--- src/rtl/search_row_shifter.sv ---
// Search-row shifter: loads a 23-pixel window and emits eight overlapping
// 16-pixel candidates, one per accepted cycle, with back-to-back row reload.
module search_row_shifter #(
  parameter int DATA_W = 8
) (
  input  logic                 clk_i,
  input  logic                 rst_i,
  input  logic                 load_i,
  input  logic [16*DATA_W-1:0] row_i,
  input  logic [7*DATA_W-1:0]  left_i,
  input  logic                 stall_i,
  output logic                 load_ready_o,
  output logic [16*DATA_W-1:0] cand_o,
  output logic [2:0]           pos_o,
  output logic                 cand_valid_o,
  output logic                 done_o,
  output logic [7:0]           blk_cnt_o
);

  localparam int WIN_W  = 23 * DATA_W;
  localparam int CAND_W = 16 * DATA_W;

  typedef enum logic {IDLE = 1'b0, SHIFT = 1'b1} state_t;

  state_t             state, state_nxt;
  logic [WIN_W-1:0]   window;
  logic [2:0]         pos;
  logic               done;
  logic [7:0]         blk_cnt;

  logic               cand_acc;
  logic               last_acc;
  logic               load_acc;
  logic               load_ready;

  // Drop the lowest pixel and zero-fill the top so candidate p starts at pixel p.
  function automatic logic [WIN_W-1:0] shift_window(input logic [WIN_W-1:0] w);
    return {{DATA_W{1'b0}}, w[WIN_W-1:DATA_W]};
  endfunction

  assign cand_acc = (state == SHIFT) && !stall_i;
  assign last_acc = cand_acc && (pos == 3'd7);
  assign load_acc = load_i && load_ready;

  // State register
  always_ff @(posedge clk_i or posedge rst_i) begin
    if (rst_i) begin
      state <= IDLE;
    end else begin
      state <= state_nxt;
    end
  end

  // Next-state logic
  always_comb begin
    state_nxt = state;
    case (state)
      IDLE: begin
        if (load_acc) state_nxt = SHIFT;
      end
      SHIFT: begin
        if (last_acc) state_nxt = load_acc ? SHIFT : IDLE;
      end
      default: state_nxt = IDLE;
    endcase
  end

  // Output logic
  always_comb begin
    load_ready   = 1'b0;
    cand_valid_o = 1'b0;
    case (state)
      IDLE:  load_ready = 1'b1;
      SHIFT: begin
        cand_valid_o = 1'b1;
        load_ready   = (pos == 3'd7) && !stall_i;
      end
      default: ;
    endcase
  end

  // Window and position datapath; a load takes priority over the final shift
  always_ff @(posedge clk_i or posedge rst_i) begin
    if (rst_i) begin
      window <= '0;
      pos    <= '0;
    end else if (load_acc) begin
      window <= {left_i, row_i};
      pos    <= 3'd0;
    end else if (cand_acc) begin
      window <= shift_window(window);
      pos    <= pos + 3'd1;
    end
  end

  // Row completion: done pulse and wrapping row counter
  always_ff @(posedge clk_i or posedge rst_i) begin
    if (rst_i) begin
      done    <= 1'b0;
      blk_cnt <= 8'd0;
    end else begin
      done <= last_acc;
      if (last_acc) blk_cnt <= blk_cnt + 8'd1;
    end
  end

  assign load_ready_o = load_ready;
  assign cand_o       = window[CAND_W-1:0];
  assign pos_o        = pos;
  assign done_o       = done;
  assign blk_cnt_o    = blk_cnt;

endmodule
--- config.mk ---
export PLATFORM = sky130hd
export DESIGN_NAME = search_row_shifter
export DESIGN_NICKNAME = d
export VERILOG_FILES = /design/src/rtl/search_row_shifter.sv
export SDC_FILE = /design/constraint.sdc
export NUM_CORES = 1
export LEC_CHECK = 0
export ABC_AREA = 1
export BUFFER_PORTS_ARGS = -buffer_cell sky130_fd_sc_hd__buf_2
export CAP_MARGIN = 20
export CORE_MARGIN = 4
export CORE_UTILIZATION = 56
export CTS_CLUSTER_DIAMETER = 50
export DETAILED_ROUTE_END_ITERATION = 7
export PLACE_DENSITY_LB_ADDON = 0.15
export SLEW_MARGIN = 40
export SYNTH_ARGS = -nofsm -noshare
export SYNTH_HDL_FRONTEND = slang
export SYNTH_SLANG_ARGS = --single-unit
--- constraint.sdc ---
create_clock -name clk_i -period 12.2 [get_ports clk_i]
set_clock_uncertainty 0.2 [all_clocks]
set_input_delay 0 -clock clk_i [delete_from_list [all_inputs] [get_ports clk_i]]
set_output_delay 0 -clock clk_i [all_outputs]
set_load 0.05 [all_outputs]
==> results of run 1 <==
[sequential cells by signal, indices dropped and copies added (netlist names)]
register / cells
pos_o: 3
blk_cnt_o: 8
done_o: 1
state: 1
window: 184
[area by class of cell]
class	instances	area share, %
multi-input cells	788	28.1
inverters	16	0.607
flip-flops and latches	197	37.4
clock buffers	21	3.57
clock inverters	11	0.769
repair buffers	522	27.4
well taps	229	2.17
[routing by layer]
metal / vias up / GRT usage (%)
met3: 108 / 6.40
met5: - / 0
met2: 494 / 51.1
met4: 0 / 14.4
li1: 4657 / -
met1: 4819 / 38.8
[power by group through the flow]
stage / sequential (mW) / clock, mW / combinational, mW
after floorplan: 1.08 / 0 / 1.34
after global placement: 1.10 / 0 / 1.41
after detailed placement: 1.11 / 0 / 1.42
after CTS: 1.10 / 0.558 / 1.48
after global routing: 1.13 / 0.584 / 1.59
final: 1.10 / 0.549 / 1.49
[cell usage in the layout (no fill, tap or decap), types with 2 or more instances in the layout]
cell and count:
clkinvlp_4 4, xor2_1 2, nand3_1 525, nand2_1 234, nor2_1 6, clkinv_2 3, inv_2 2, o21ai_0 10
xnor2_1 2, dfrtp_1 197, clkinv_4 2, inv_1 11, inv_6 2, buf_2 329, dlygate4sd3_1 186, ha_1 3
clkbuf_16 17, clkbuf_8 3, nand4_1 2, buf_6 5
[kinds of logic after synthesis]
| kind of cell | synth area share (%) |
|---|---|
| fa+ha+maj | 0.367 |
| buf+inv | 15.8 |
| simple gates | 34.8 |
| xor+xnor | 0.342 |
| compound gates | 0.537 |
| flops | 48.1 |
[worst max-delay path: cells and delay by family, from the launching register on]
family                     cells  cell delay (ns)
buffers and inverters          2             1.46
and+or+nand+nor                5             1.02
DFF                            1             0.40
adders and majority gates      2             0.35
[worst paths after layout]
check | start | to | slack (ns) | cells past startpoint
setup / recovery | pos_o[0] | window[33] | 8.57 | 9
hold / removal | rst_i | window[130] | -0.02 | 3
setup reg to reg | pos_o[0] | window[33] | 8.57 | 9
hold reg to reg | window[3] | window[3] | 0.31 | 2
max in group asynchronous | rst_i | window[123] | 10.57 | 4
min in group clk_i | left_i[15] | window[143] | 0.11 | 4
[cell usage after synthesis]
library cell / n / share of area (%)
xnor2_1: 2 / 0.17
o21ai_0: 10 / 0.49
buf_4: 128 / 9.4
buf_6: 22 / 2.4
nor2_1: 6 / 0.22
nor2_4: 1 / 0.11
dfrtp_1: 197 / 48
ha_1: 3 / 0.37
inv_1: 12 / 0.44
buf_2: 50 / 2.4
nand2_1: 234 / 8.6
inv_2: 4 / 0.15
xor2_1: 2 / 0.17
clkbuf_1: 15 / 0.55
nand4_1: 2 / 0.12
a21oi_1: 1 / 0.049
nor4_1: 1 / 0.061
nand2_2: 1 / 0.061
nand3_1: 525 / 26
buf_1: 12 / 0.44
[per-stage QoR]
step | setup slack, ns | area [µm²] | utilization (%) | instances
after floorplan | 6.63 | 10200 | - | 1228
after global placement | 8.53 | 10700 | 59.6 | 1565
after detailed placement | 8.74 | 10700 | 59.7 | 1565
after CTS | 8.63 | 13200 | 73.2 | 1783
after global routing | 8.33 | 13200 | 73.4 | 1784
final | 8.57 | 13200 | 73.4 | 1784
==> impl_metrics.env, run 1 <==
export IMPL_status="finished, violations left"
export IMPL_violations="hold timing"
export IMPL_worstMarginPinSlew_ns=0.833
export IMPL_dr_wl_met2_um=16100
export IMPL_ant_nets=0
export IMPL_syn_nets=1419
export IMPL_drv_cap=0
export IMPL_multi_input_area_um2=3710
export IMPL_die_h_um=143
export IMPL_top_layer_used="met4"
export IMPL_rsz0062_at_grt="no"
export IMPL_cts_repair_resized=0
export IMPL_netSwitchingFraction_pct=49.9
export IMPL_post_drt_wl_per_cell_um=18.1
export IMPL_die_area_um2=20500
export IMPL_dr_total_vias=10100
export IMPL_grt_max_degree=229
export IMPL_grt_overflow_total=0
export IMPL_max_stage_delay_ns=0.82
export IMPL_syn_inst=1228
export IMPL_ys_seq_area_share_pct=48.1
export IMPL_finalCritPeriodShare_pct=29.7
export IMPL_tns_ns=0
export IMPL_drt_initial_drc_count=935
export IMPL_setup_worst_path_end_class="flip-flop"
export IMPL_numCtsBuffers=17
export IMPL_cts_sinks=197
export IMPL_drc_errors=0
export IMPL_cts_root_buf="clkbuf_16"
export IMPL_p_per_area_nw_per_um2=238
export IMPL_critPathSlowestCell="inv_4"
export IMPL_routed_via_density=5.65
export IMPL_finalSetupViolations=0
export IMPL_power_mw=3.14
export IMPL_share_seq_of_total_power_pct=35.1
export IMPL_worstSetupPathType="reg -> reg"
export IMPL_area_growth_pct=28.7
export IMPL_synth_cell_types=20
export IMPL_drtPass1Iterations=5
export IMPL_hold_violations=9
export IMPL_gp_congestion=0.873
export IMPL_io_pins=330
export IMPL_path_common_cell="nand2_1"
export IMPL_min_period_ns=3.63
export IMPL_whs_ns=-0.0176
export IMPL_std_cell_rows=49
export IMPL_leakage_nw=6.80
export IMPL_grtUsageTotal_pct=30.8
export IMPL_crit_chain="ha_1 -> ha_1 -> nand2_1 -> nand2_1 -> nand2_8 -> inv_4 -> buf_6 -> nand2_1 -> nand3_1"
export IMPL_drive_gt1_share_pct=24.1
export IMPL_worst_setup_path_start_kind="flip-flop"
export IMPL_max_clock_freq_mhz=276
export IMPL_relSlewSlack_pct=44.5
export IMPL_die_w_um=143
export IMPL_crit_required_ns=12.35
export IMPL_routed_wl_um=32400
export IMPL_irDropWorstVdd_mv=0.175
export IMPL_cts_hold_buf=186
export IMPL_fillCellCount=1303
export IMPL_hpwl_um=18800
export IMPL_post_cts_repair_setup_buffers=0
export IMPL_wl_met3_um=2590
export IMPL_wl_met1_um=12300
export IMPL_p_int_mw=1.57
export IMPL_slew_viol_final=0
export IMPL_ys_warn_count=0
export IMPL_post_synth_cell_area_avg_um2=8.34
export IMPL_ys_seq_elements=197
export IMPL_clkTransAtPathRegs_ns=0.07
export IMPL_crit_path_max_fanout=145
export IMPL_cts_tree="built"
export IMPL_grt_pass1_vias=9750
export IMPL_grt_pass1_wl_um=50700
export IMPL_num_antenna_cells=0
export IMPL_ff_latch_area_um2=4930
export IMPL_cts_max_level=4
export IMPL_port_buffers=329
export IMPL_clock_latency_ns=0.42
export IMPL_combPwrFrac_pct=47.4
export IMPL_fin_nets=1733
export IMPL_critPathArrivalTime_ns=3.78
export IMPL_power_frac_clock_pct=17.5
export IMPL_core_area_um2=18000
export IMPL_power_switching_mw=1.57
export IMPL_initial_core_util_pct=57.0
export IMPL_clk_path_buf_depth=2
export IMPL_grt_antenna_before_repair=0
export IMPL_hold_path_class="in -> async"
export IMPL_syn_area_um2=10200
Power figures use the tool's default switching activity.
==> run 2: changes to the inputs <==
- CORE_UTILIZATION: 56 -> 47
- clock period: 12.2 -> 3.15 ns (I/O delays scaled with it)
==> run 2 against run 1 <==
  * The flow now finishes without violations
  * Critical path type unchanged
  * Design area grew 4.2%
  * Combinational power grew to 4.0 times the previous value
  * Sequential power grew to 3.9 times the previous value
  * Wire length is 4.1% higher
  * Critical path depth increased by 1
  * Cell count rose by 4.6%
  * Non-clock buffer count up 32
  * Setup slack worse by 8.3 ns
  * Clock power grew to 4.3 times the previous value
  * Die area rose by 18%
  * Critical endpoint is now window[60]
  * Flip-flop and latch count unchanged
  * Core utilization decreased by 8.7 points
==> impl_metrics.env, run 2 (same netlist as run 1, synthesis figures left out) <==
export IMPL_area_growth_pct=34.1
export IMPL_post_drt_wl_per_cell_um=18.1
export IMPL_post_cts_repair_setup_buffers=0
export IMPL_final_common_cell="nand3_1"
export IMPL_rr_startpoint="pos_o[0]"
export IMPL_cts_max_level=4
export IMPL_grt_overflow_total=0
export IMPL_initial_core_util_pct=48.3
export IMPL_finalSetupViolations=0
export IMPL_die_h_um=156
export IMPL_cp_num_buf_inv=2
export IMPL_worstSetupPathType="reg -> reg"
export IMPL_die_w_um=156
export IMPL_rr_worst_depth=10
export IMPL_cts_sinks=197
export IMPL_io_pins=330
export IMPL_worst_setup_path_start_kind="flip-flop"
export IMPL_crit_cells=10
export IMPL_clk_path_buf_depth=2
export IMPL_layout_common_cells="525 x nand3_1, 329 x buf_2, 233 x nand2_1"
export IMPL_hold_violations=0
export IMPL_std_cell_rows=53
export IMPL_drc_errors=0
export IMPL_grtUsageTotal_pct=26.5
export IMPL_crit_required_ns=3.26
export IMPL_fillCellCount=1797
export IMPL_leakage_nw=7.06
export IMPL_dr_total_vias=10100
export IMPL_core_area_um2=21200
export IMPL_cts_root_buf="clkbuf_16"
export IMPL_numCtsBuffers=17
export IMPL_drv_cap=0
export IMPL_status="complete, no violations"
export IMPL_top_register="window"
export IMPL_finalCritPeriodShare_pct=91.4
export IMPL_grt_pass1_vias=9805
export IMPL_drt_initial_drc_count=983
export IMPL_crit_path_max_fanout=13
export IMPL_drtPass1Iterations=6
export IMPL_setup_worst_path_end_class="flip-flop"
export IMPL_r2r_end="window[60]"
export IMPL_clkTransAtPathRegs_ns=0.08
export IMPL_hpwl_um=19800
export IMPL_endpoint="window[60]"
export IMPL_clock_latency_ns=0.43
export IMPL_path_common_cell="nand2_1"
export IMPL_fin_area_um2=13700
export IMPL_max_clock_freq_mhz=347
export IMPL_path_delay_family="buffers and inverters"
export IMPL_fin_nets=1767
export IMPL_cts_tree="built"
export IMPL_rsz0062_at_grt="no"
export IMPL_whs_ns=0.0367
export IMPL_routed_wl_um=33700
export IMPL_hold_path_class="in -> async"
export IMPL_ff2ff_setup_slack_ns=0.27
export IMPL_min_period_ns=2.88
export IMPL_worstMarginPinSlew_ns=0.790
export IMPL_p_per_area_nw_per_um2=923
export IMPL_cp_startpoint="pos_o[0]"
export IMPL_grt_pass1_wl_um=51700
export IMPL_port_buffers=329
export IMPL_tns_ns=0
export IMPL_relSlewSlack_pct=47.3
export IMPL_drive_gt1_share_pct=24.2
export IMPL_crit_chain="ha_1 -> ha_1 -> nand2_1 -> nand2_2 -> nand2_8 -> nand2_1 -> o21ai_0 -> dlygate4sd3_1 -> nand2_1 -> dlygate4sd3_1"
export IMPL_critPathArrivalTime_ns=2.99
export IMPL_slew_viol_final=0
export IMPL_routed_via_density=5.44
export IMPL_dpl_cell_area_um2=10900
export IMPL_gp_congestion=0.871
export IMPL_die_area_um2=24200
export IMPL_irDropWorstVdd_mv=0.440
export IMPL_grt_antenna_before_repair=3
export IMPL_max_stage_delay_ns=0.56
export IMPL_grt_max_degree=180
export IMPL_post_route_util_pct=64.7
export IMPL_ant_nets=0
export IMPL_largest_reg_flops=184
export IMPL_critPathSlowestCell="dlygate4sd3_1"
## run 2: cell types whose count changed in the layout (fill, tap and decap cells not counted), sizes merged, moves of 4 or more
cell         delta
dlygate4sd3    +25
clkinv          -4
buf             +6
inv             +6
## run 2: worst min-delay path by stage
stage | slack (ns) | to
global placement | -0.03 | window[6]
finish | 0.04 | window[6]
floorplan | -0.08 | window[176]
CTS | 0.05 | window[15]
detailed placement | -0.04 | window[6]
global route | 0.08 | window[21]
## run 2: worst min-delay path, delay by kind of cell
kind	cells	cell delay [ns]
buffers and inverters	3	1.14
## run 2: per-layer routing
layer	up-vias	wire length, µm	track usage, %
met5	-	12	0
met4	2	1240	11.1
met3	88	2410	5.19
met2	485	16700	43.1
met1	4835	13400	34.8
li1	4736	-	-
## run 2: layout make-up
type	count	area [µm²]	area share, %
sequential	197	4930	35.9
inverter	16	73.8	0.537
clock inverter	13	184	1.34
timing repair buffer	554	4010	29.2
antenna	2	5.00	0.0364
tap	275	344	2.51
multi-input combinational	790	3730	27.2
clock buffer	19	453	3.30
## run 2: where the power goes
group	total, mW	internal (mW)	leakage [nW]	switching (mW)
clock network	2.38	1.33	0.311	1.06
logic	6.02	1.67	4.20	4.36
registers	4.28	3.47	2.55	0.802
total	12.7	6.47	7.06	6.22
## run 2: per-stage QoR
step                      cells  power, mW  setup WS (ns)
after detailed placement   1618       9.90          0.705
after global placement     1618       9.83          0.754
after floorplan            1228       9.36          0.404
final                      1866       12.7          0.270
after global routing       1866       13.4          0.118
after CTS                  1861       12.6          0.158
## run 2: timing repair
| action | CTS | global route |
|---|---|---|
| endpoints found under the hold margin | 220 | 0 |
| hold buffers | 211 | 0 |
| endpoints found under the setup margin | 0 | 1 |
| gates resized for setup | 0 | 2 |
